<file path="src/rtl/mdu_iter.sv">
// mdu_iter: iterative MULT/MULTU/DIV/DIVU unit that owns HI/LO and stalls the pipeline while busy
module mdu_iter #(
  parameter int WIDTH = 32
) (
  input  logic             clk,
  input  logic             rst,
  input  logic             start,
  input  logic [1:0]       op,
  input  logic [WIDTH-1:0] a,
  input  logic [WIDTH-1:0] b,
  input  logic             flush,
  input  logic             hi_we,
  input  logic             lo_we,
  input  logic [WIDTH-1:0] wdata,
  output logic             busy,
  output logic             done,
  output logic [WIDTH-1:0] hi,
  output logic [WIDTH-1:0] lo
);
  localparam int CW = $clog2(WIDTH);
  typedef enum logic [1:0] {IDLE, CALC, FIX} state_t;
  state_t state, state_n;
  logic [CW-1:0] cnt;
  logic [2*WIDTH-1:0] acc, acc_step, prod;
  logic [WIDTH-1:0] opd, abs_a, abs_b, quo, rem;
  logic [WIDTH:0] msum, dcand, ddiff;
  logic is_div, neg_q, neg_r, div0, sa, sb, go;
  assign busy = state != IDLE;
  assign go = start & ~flush & (state == IDLE);
  assign sa = ~op[0] & a[WIDTH-1];
  assign sb = ~op[0] & b[WIDTH-1];
  assign abs_a = sa ? -a : a;
  assign abs_b = sb ? -b : b;
  always_comb begin
    state_n = flush ? IDLE
            : state == IDLE ? (start ? CALC : IDLE)
            : state == CALC ? (cnt == '0 ? FIX : CALC)
            : IDLE;
  end
  always_ff @(posedge clk) begin
    if (rst) state <= IDLE;
    else state <= state_n;
  end
  // acc holds {partial product, multiplier} for multiply and {remainder, quotient} for divide
  always_comb begin
    msum = {1'b0, acc[2*WIDTH-1:WIDTH]} + (acc[0] ? {1'b0, opd} : '0);
    dcand = acc[2*WIDTH-1:WIDTH-1];
    ddiff = dcand - {1'b0, opd};
    acc_step = !is_div ? {msum, acc[WIDTH-1:1]}
             : ddiff[WIDTH] ? {dcand[WIDTH-1:0], acc[WIDTH-2:0], 1'b0}
             : {ddiff[WIDTH-1:0], acc[WIDTH-2:0], 1'b1};
    prod = neg_q ? -acc : acc;
    quo = div0 ? '1 : neg_q ? -acc[WIDTH-1:0] : acc[WIDTH-1:0];
    rem = neg_r ? -acc[2*WIDTH-1:WIDTH] : acc[2*WIDTH-1:WIDTH];
  end
  // a zero divisor leaves the remainder equal to |a|, so the dividend-sign fixup restores a
  always_ff @(posedge clk) begin
    if (rst) begin
      cnt <= '0;
      acc <= '0;
      opd <= '0;
      is_div <= 1'b0;
      neg_q <= 1'b0;
      neg_r <= 1'b0;
      div0 <= 1'b0;
      done <= 1'b0;
      hi <= '0;
      lo <= '0;
    end else begin
      done <= 1'b0;
      if (state == IDLE && hi_we) hi <= wdata;
      if (state == IDLE && lo_we) lo <= wdata;
      if (go) begin
        is_div <= op[1];
        neg_q <= sa ^ sb;
        neg_r <= op[1] & sa;
        div0 <= op[1] & (b == '0);
        acc <= op[1] ? {{WIDTH{1'b0}}, abs_a} : {{WIDTH{1'b0}}, abs_b};
        opd <= op[1] ? abs_b : abs_a;
        cnt <= CW'(WIDTH - 1);
      end else if (state == CALC && !flush) begin
        acc <= acc_step;
        cnt <= cnt - CW'(1);
      end else if (state == FIX && !flush) begin
        hi <= is_div ? rem : prod[2*WIDTH-1:WIDTH];
        lo <= is_div ? quo : prod[WIDTH-1:0];
        done <= 1'b1;
      end
    end
  end
endmodule

</file>
<file path="config.mk">
export PLATFORM = sky130hd
export DESIGN_NAME = mdu_iter
export DESIGN_NICKNAME = d
export VERILOG_FILES = /design/src/rtl/mdu_iter.sv
export SDC_FILE = /design/constraint.sdc
export NUM_CORES = 1
export LEC_CHECK = 0
export CAP_MARGIN = 25
export CORE_MARGIN = 8
export CORE_UTILIZATION = 59
export CTS_CLUSTER_SIZE = 14
export DETAILED_ROUTE_END_ITERATION = 7
export PLACE_DENSITY = 0.92
export SLEW_MARGIN = 15
export SYNTH_ARGS = -nofsm -noshare
export SYNTH_HDL_FRONTEND = slang
export SYNTH_SLANG_ARGS = --single-unit
export TNS_END_PERCENT = 5
</file>
<file path="constraint.sdc">
create_clock -name clk -period 5.9 [get_ports clk]
set_input_delay 1.18 -clock clk [delete_from_list [all_inputs] [get_ports clk]]
set_output_delay 1.18 -clock clk [all_outputs]
set_load 0.02 [all_outputs]
</file>
=== Word level (Yosys, flattened, before mapping) ===
Index checks and enable logic that the tools add are counted.

* Register bits: 172
* Bits of input ports: 104
* Output and inout bits: 66
* Word-level logic and storage cells: 72

* Add/sub/neg operators: 8
* Equal/unequal tests: 2
* Muxes and demuxes: 30
* Bitwise logic cells: 9
* Reductions and logical operators: 12

{| class="wikitable"
|+ Operators with widths
! kind !! count
|-
| 2-to-1 mux 32 bit || 18
|-
| 2-to-1 mux 64 bit || 5
|-
| negator 32 bit || 4
|-
| negator 64 bit || 1
|-
| adder 32 x 32 -> 33 bit || 1
|-
| subtractor 33 x 32 -> 33 bit || 1
|-
| logical NOT 32 bit || 1
|-
| 2-to-1 mux 5 bit || 2
|-
| AND 1 bit || 6
|-
| 2-to-1 mux 2 bit || 3
|-
| logical NOT 5 bit || 1
|-
| subtractor 5 x 1 -> 5 bit, second input constant || 1
|-
| logical AND 1 bit || 4
|-
| nonzero test 2 bit || 2
|-
| OR reduction 3 bit || 1
|-
| == test 2 x 1 -> 1 bit, second input constant || 1
|-
| == test 2 bit, second input constant || 1
|-
| logical NOT 2 bit || 1
|-
| 2-to-1 mux 1 bit || 2
|-
| NOT 1 bit || 2
|-
| OR reduction 2 bit || 1
|-
| logical NOT 1 bit || 1
|-
| XOR 1 bit || 1
|}

=== Longest topological paths before layout ===
Gate-level depths: netlist (run 1).

* Depth in word-level cells: 7
* Mapped depth: 15
* Gate-level depth less buffers: 13

=== Least setup slack after synthesis (run 1) ===
No wires, ideal clock.

* Kind: in2reg
* Start point: input port b[5]
* End point: register acc[24]
* Arrival time: 3.470 ns
* Path slack: 2.345 ns
* Stages: 8
* Cells stage by stage: or4_1 > nor4_1 > nand3_1 > nor2_1 > nor2_1 > xnor2_1 > mux2_2 > a211oi_1

* Word-level cells in the longest chain between the ends: 4

{| class="wikitable"
|+ RTL lines
! element !! RTL line !! source
|-
| start, declared || 10 || <nowiki>input logic [WIDTH-1:0] b,</nowiki>
|-
| negator 32 bit || 33 || <nowiki>assign abs_b = sb ? -b : b;</nowiki>
|-
| 2-to-1 mux 32 bit || 33 ||
|-
| 2-to-1 mux 32 bit || 78 || <nowiki>acc <= op[1] ? {{WIDTH{1'b0}}, abs_a} : {{WIDTH{1'b0}}, abs_b};</nowiki>
|-
| 2-to-1 mux 64 bit || 73 || <nowiki>if (go) begin</nowiki>
|-
| end signal, assigned || 78 ||
|-
| end signal, assigned || 82 || <nowiki>acc <= acc_step;</nowiki>
|-
| end, declared || 24 || <nowiki>logic [2*WIDTH-1:0] acc, acc_step, prod;</nowiki>
|}

Every way passes these cells.
A chain may end at the register's enable or synchronous reset.

=== Final worst setup path (run 1) ===
* Start point: register acc[31]
* End point: register acc[62]

* Word-level cells in the longest chain between the ends: 5

{| class="wikitable"
|+ RTL lines
! element !! RTL line !! source
|-
| subtractor 33 x 32 -> 33 bit || 48 || <nowiki>ddiff = dcand - {1'b0, opd};</nowiki>
|-
| 2-to-1 mux 64 bit || 50 || <nowiki>: ddiff[WIDTH] ? {dcand[WIDTH-1:0], acc[WIDTH-2:0], 1'b0}</nowiki>
|-
| 2-to-1 mux 64 bit || 49 || <nowiki>acc_step = !is_div ? {msum, acc[WIDTH-1:1]}</nowiki>
|-
| 2-to-1 mux 64 bit || 81 || <nowiki>end else if (state == CALC && !flush) begin</nowiki>
|-
| 2-to-1 mux 64 bit || 73 ||
|}

Every way passes these cells. The select of a mux whose other input is x is not followed.

==> impl_metrics.json, run 1 <==
{
  "drive_gt1_share_pct": 4.375,
  "via_per_inst": 6.699,
  "cp.required_ns": 6.25,
  "synth_top_family_by_area": "compound AO/OA/AOI/OAI gates",
  "vias": 15991,
  "synth_seq_cells": 172,
  "synth.area.mux_share_pct": 8.812,
  "hold_viol_final": 0,
  "netlist_area_sq_um": 14820,
  "grt_pass1_vias": 14811,
  "wl_per_cell_microns": 22.15,
  "cts_buffer_depth": 2,
  "pin_count": 170,
  "min_period_ns": 4.480,
  "hold_path_startpoint": "opd[12]$_SDFFE_PP0P_",
  "drt_pre_antenna_iters": 6,
  "grt_max_degree": 92,
  "start_util_pct": 59.56,
  "dp_hpwl_mm": 40.18,
  "r2r_setup_slack_ns": 1.42,
  "leakagePower_nw": 6.709,
  "post_cts_buffers": 0,
  "antenna_found_initial": 1,
  "path_max_fanout": 27,
  "max_cap_viol_count": 0,
  "grt_use_total_pct": 33.13,
  "coreArea_sq_um": 24890,
  "fin_crit_sh_pct": 75.93,
  "finalPower_mw": 3.545,
  "fin_skew_ns": 0.02225,
  "worst_ir_drop_vdd_mv": 0.2076,
  "clkTransAtPathRegs_ns": 0.08,
  "fin_tns_setup_ns": 0,
  "clk_latency_ns": 0.45,
  "outcome": "completed",
  "cts_buffers": 17,
  "synthDistinctLibCells": 79,
  "drv_slew": 0,
  "cts_resized": 0,
  "synth_xor_area_share_pct": 10.58,
  "die_h_microns": 174.5,
  "switching_share_pct": 36.93,
  "synth_area_per_cell_sq_um": 7.529,
  "p_sw_mw": 1.309,
  "fin_nets": 2220,
  "end_kind": "flop",
  "drc": 0,
  "clockPowerShare_pct": 33.9,
  "cts_tree": "built",
  "path_class": "flop to flop",
  "setup-violations-final": 0,
  "synthCells": 1969,
  "async_reset_ff_share_pct": 0,
  "totalWireLength_mm": 52.86,
  "synthAdderAreaFrac_pct": 6.178,
  "grt_pass1_wl_mm": 82.00,
  "yosys_warnings": 0,
  "rows": 58,
  "synth_top_flop_cell": "dfxtp_1",
  "fillers": 1959,
  "gp_congestion": 1.025,
  "min_to": "opd[12]$_SDFFE_PP0P_",
  "synth-compound-area-share_pct": 26.39,
  "max-slew-margin-rel_pct": 30.86,
  "reg2reg_from": "acc[31]$_SDFFE_PP0P_",
  "diodes": 0,
  "max_freq_ghz": 0.2232,
  "startpoint_type": "flop",
  "worstReg2RegEnd": "acc[62]$_SDFFE_PP0P_",
  "rsz0062_at_grt": "no",
  "tightest_slew_ns": 1.037,
  "ys_seq_area_share_pct": 23.23,
  "yosys.area_share.simple_pct": 19.60,
  "seq_power_share_pct": 36.8,
  "grt_overflow_total": 0,
  "htree_levels": 4,
  "synth_edf_count": 0,
  "syn2layout_area_growth_pct": 16.15,
  "die_x_microns": 174.5,
  "r2r_cells": 13,
  "cp.arrival_ns": 4.82,
  "p_int_mw": 2.236,
  "hold_path_class": "flop to flop",
  "combPwrFrac_pct": 29.3,
  "antenna_left": 0,
  "clock_sinks": 172,
  "syn-num-nets": 2145,
  "die-area_sq_um": 30450,
  "p_per_area_nw_per_um2": 205.9,
  "holdBufCountCts": 0,
  "drt_iter0_drc": 2471,
  "hold_depth": 2,
  "io_buffers": 169,
  "root_buffer": "clkbuf_16"
}
## cell usage after synthesis, types with 5 or more instances
library cell	count	share of area, %
nand2_1	181	4.6
and3_1	6	0.25
o31ai_1	20	1.0
o22ai_1	13	0.55
dfxtp_1	172	23
o21a_1	10	0.51
buf_1	14	0.35
a32oi_1	6	0.35
buf_2	5	0.17
mux2i_1	126	8.5
xnor2_1	87	5.1
nor3_1	45	1.5
o21ai_1	22	0.74
and2_1	8	0.34
a21oi_1	192	6.5
nand4_1	9	0.38
nor2b_1	24	1.0
inv_1	65	1.6
nor3b_1	6	0.30
a31oi_1	19	0.80
xor2_1	89	5.3
a22oi_1	17	0.86
nand3_1	31	1.0
or3_1	22	0.93
o221ai_1	9	0.53
a221oi_1	39	2.3
ha_1	70	5.9
o211ai_1	50	2.5
nand2b_1	18	0.76
nor4_1	18	0.76
clkbuf_1	115	2.9
a211oi_1	42	2.1
o311ai_0	5	0.30
a21o_1	26	1.3
o41ai_1	14	0.83
or4_1	16	0.81
nor2_1	206	5.2
o21bai_1	7	0.35
o21ai_0	79	2.7
## how the worst max path moves through the flow
stage / endpoint / slack, ns / from
detailed placement: acc[28]$_SDFFE_PP0P_ / 1.36 / b[5]
global route: acc[62]$_SDFFE_PP0P_ / 1.25 / acc[31]$_SDFFE_PP0P_
finish: acc[62]$_SDFFE_PP0P_ / 1.42 / acc[31]$_SDFFE_PP0P_
global placement: acc[28]$_SDFFE_PP0P_ / 1.46 / b[5]
floorplan: acc[24]$_SDFFE_PP0P_ / 2.34 / b[5]
CTS: acc[62]$_SDFFE_PP0P_ / 1.54 / acc[31]$_SDFFE_PP0P_
## power by group through the flow
stage,sequential (mW),clock [mW],combinational [mW]
final,1.30,1.20,1.04
after detailed placement,1.32,0,1.00
after floorplan,1.33,0,0.643
after CTS,1.30,1.19,1.01
after global routing,1.31,1.24,1.11
after global placement,1.32,0,0.982
## registers in the layout (all words and copies together), names as in the netlist
name    count
acc        64
hi         32
div0        1
state       2
done        1
neg_q       1
opd        32
neg_r       1
lo         32
is_div      1
cnt         5
## per-stage QoR
step | std cells | worst slack, ns | hold WS, ns | instance area, sq um | utilization, %
final | 2387 | 1.420 | 0.4591 | 17220 | 69.17
after floorplan | 1969 | 2.345 | 0.4319 | 14820 | -
after CTS | 2385 | 1.539 | 0.4635 | 17210 | 69.13
after detailed placement | 2353 | 1.365 | 0.4472 | 16580 | 66.60
after global routing | 2387 | 1.248 | 0.4769 | 17220 | 69.17
after global placement | 2353 | 1.457 | 0.4420 | 16580 | 66.60
## per-layer routing
| layer | routed length [microns] | track usage (%) | vias up |
|---|---|---|---|
| met5 | 10 | 0 | - |
| met4 | 3264 | 19.57 | 2 |
| met3 | 6171 | 6.661 | 177 |
| met2 | 22270 | 48.74 | 1076 |
| met1 | 21150 | 44.15 | 7393 |
| li1 | - | - | 7343 |
## layout make-up
type / count / area (sq um) / area share (%)
inverter: 66 / 247.7 / 1.439
clock inverter: 15 / 203.9 / 1.185
multi-input combinational: 1595 / 10630 / 61.75
sequential: 172 / 3445 / 20.01
clock buffer: 17 / 425.4 / 2.471
timing repair buffer: 192 / 1852 / 10.76
tap: 330 / 412.9 / 2.398
## worst max-delay path, cell delays in order (launching register included)
cell       delay, ns
dfxtp_1         0.40
inv_1           0.12
ha_1            0.24
fa_1            0.42
nor2b_1         0.22
o31a_1          0.24
o21ai_1         0.16
a2111oi_4       0.41
o21ai_1         0.20
a41oi_4         0.53
xor2_4          0.47
buf_4           0.45
mux2i_1         0.16
a2111oi_2       0.36
## placed cells by master (no fill, tap or decap), types with 18 or more instances in the layout
cell type,instances
a21oi_1,191
inv_1,65
mux2i_1,126
a31oi_1,19
nor4_1,18
nor2b_1,24
ha_1,70
o21ai_1,22
nor3_1,44
nand2b_1,18
or3_1,22
xor2_1,89
a211oi_1,42
a221oi_1,39
o31ai_1,20
nand3_1,31
a21o_1,26
dfxtp_1,171
buf_4,22
o211ai_1,50
nor2_1,206
clkdlybuf4s50_1,167
xnor2_1,87
nand2_1,180
o21ai_0,79
## kinds of logic after synthesis
group,count (synthesis)
DFF,172
xor gates and xnor gates,177
adders and majority gates,72
and+or+nand+nor,617
muxes,130
buffers and inverters,202
AOI/OAI and AO/OA,599
Note: power is estimated with default switching activity, not from simulation.
==> inputs of run 2 (changes only) <==
- CORE_UTILIZATION: 59 -> 53
- PLACE_DENSITY: 0.92 -> 0.88
- clock period: 5.9 -> 4.1 ns (I/O delays scaled with it)
==> impl_metrics.json, run 2 (synthesized netlist as in run 1, its figures left out) <==
{
  "switching_share_pct": 36.82,
  "root_buffer": "clkbuf_16",
  "setup-violations-final": 0,
  "syn2layout_area_growth_pct": 18.80,
  "clkTransAtPathRegs_ns": 0.08,
  "io_buffers": 169,
  "gp_congestion": 1.018,
  "max_freq_ghz": 0.2573,
  "p_int_mw": 3.239,
  "rsz0062_at_grt": "no",
  "clock_sinks": 172,
  "drt_pre_antenna_iters": 6,
  "coreArea_sq_um": 27630,
  "die_x_microns": 183.2,
  "fin_tns_setup_ns": 0,
  "htree_levels": 4,
  "leakagePower_nw": 6.918,
  "start_util_pct": 53.65,
  "vias": 16049,
  "max-slew-margin-rel_pct": 32.96,
  "largest-register": "acc",
  "clockPowerShare_pct": 33.6,
  "path_class": "flop to flop",
  "dp_hpwl_mm": 41.40,
  "drc": 0,
  "cp.arrival_ns": 4.20,
  "largest_reg_flops": 64,
  "cp.required_ns": 4.41,
  "grt_overflow_total": 0,
  "seq_power_share_pct": 36.3,
  "grt_pass1_vias": 14666,
  "min_period_ns": 3.886,
  "holdBufCountCts": 0,
  "p_per_area_nw_per_um2": 291.1,
  "grt_pass1_wl_mm": 82.33,
  "rows": 61,
  "combPwrFrac_pct": 30.1,
  "die-area_sq_um": 33580,
  "tightest_slew_ns": 1.006,
  "drive_gt1_share_pct": 6.110,
  "worst_ir_drop_vdd_mv": 0.3167,
  "pin_count": 170,
  "clk_latency_ns": 0.45,
  "p_sw_mw": 1.888,
  "outcome": "completed",
  "fin_skew_ns": 0.01751,
  "max_cap_viol_count": 0,
  "via_per_inst": 6.490,
  "antenna_left": 0,
  "cts_tree": "built",
  "end_kind": "flop",
  "grt_use_total_pct": 30.62,
  "fillers": 2409,
  "diodes": 0,
  "finalPower_mw": 5.126,
  "fin_crit_sh_pct": 94.78,
  "cts_resized": 0,
  "hold_path_class": "flop to flop",
  "drt_iter0_drc": 2028,
  "die_h_microns": 183.2,
  "cts_buffer_depth": 2,
  "startpoint_type": "flop",
  "r2r_setup_slack_ns": 0.21,
  "antenna_found_initial": 0,
  "grt_max_degree": 143,
  "path_max_fanout": 17,
  "cts_buffers": 17,
  "wl_per_cell_microns": 21.86,
  "final_common_cell": "nor2_1",
  "hold_viol_final": 0,
  "final_cell_mix": "206 x nor2_1, 191 x a21oi_1, 180 x nand2_1",
  "totalWireLength_mm": 54.06,
  "fin_nets": 2258,
  "drv_slew": 0,
  "post_cts_buffers": 0
}
## run 2: cell types whose count changed in the layout (fill, tap and decap cells not counted), sizes merged
cell and delta:
buf +39, clkbuf -1, clkinvlp +1, inv -1
## run 2: path summary, 6_finish.rpt
check / from / endpoint / cells after the start
setup reg to reg: acc[31]$_SDFFE_PP0P_ / acc[49]$_SDFFE_PP0P_ / 13
setup / recovery: acc[31]$_SDFFE_PP0P_ / acc[49]$_SDFFE_PP0P_ / 13
hold / removal: opd[10]$_SDFFE_PP0P_ / opd[10]$_SDFFE_PP0P_ / 2
hold reg to reg: opd[10]$_SDFFE_PP0P_ / opd[10]$_SDFFE_PP0P_ / 2
## run 2: worst max-delay path, cell delays in order (launching register included)
cell       delay, ns
dfxtp_1         0.38
inv_1           0.13
ha_1            0.25
fa_1            0.41
nor2b_1         0.17
o31a_1          0.23
o21ai_1         0.14
a2111oi_4       0.47
o21ai_1         0.19
a41oi_4         0.31
xor2_4          0.37
buf_4           0.34
mux2i_1         0.24
o21ai_1         0.08
## run 2: through the flow
stage	cells	worst slack, ns	util (%)	area (sq um)	hold slack, ns
final	2473	0.2140	63.74	17610	0.4557
after floorplan	1969	0.8006	-	14820	0.4319
after global placement	2441	0.4493	61.44	16980	0.4433
after CTS	2473	0.3059	63.74	17610	0.4547
after global routing	2473	0.03283	63.74	17610	0.4869
after detailed placement	2441	0.3513	61.44	16980	0.4461
## run 2: per-layer routing
layer / part of all wire (%) / global-route usage (%)
met3: 11 / 5.204
met1: 40 / 40.56
met4: 4.7 / 14.61
met2: 44 / 47.78
met5: 0 / 0
## run 2: layout make-up
cell class / count / area, sq um / share of cell area, %
clock buffer: 17 / 425.4 / 2.415
clock inverter: 15 / 210.2 / 1.194
inverter: 66 / 247.7 / 1.407
multi-input combinational: 1595 / 10630 / 60.36
sequential: 172 / 3445 / 19.56
tap: 378 / 473.0 / 2.685
timing repair buffer: 230 / 2180 / 12.38
## run 2: power by group through the flow
| stage | Sequential (mW) | Clock (mW) | Combinational [mW] |
|---|---|---|---|
| finish | 1.86 | 1.72 | 1.54 |
| global route | 1.87 | 1.78 | 1.64 |
| CTS | 1.86 | 1.71 | 1.51 |
| detailed placement | 1.90 | 0 | 1.49 |
| global placement | 1.89 | 0 | 1.47 |
| floorplan | 1.91 | 0 | 0.925 |
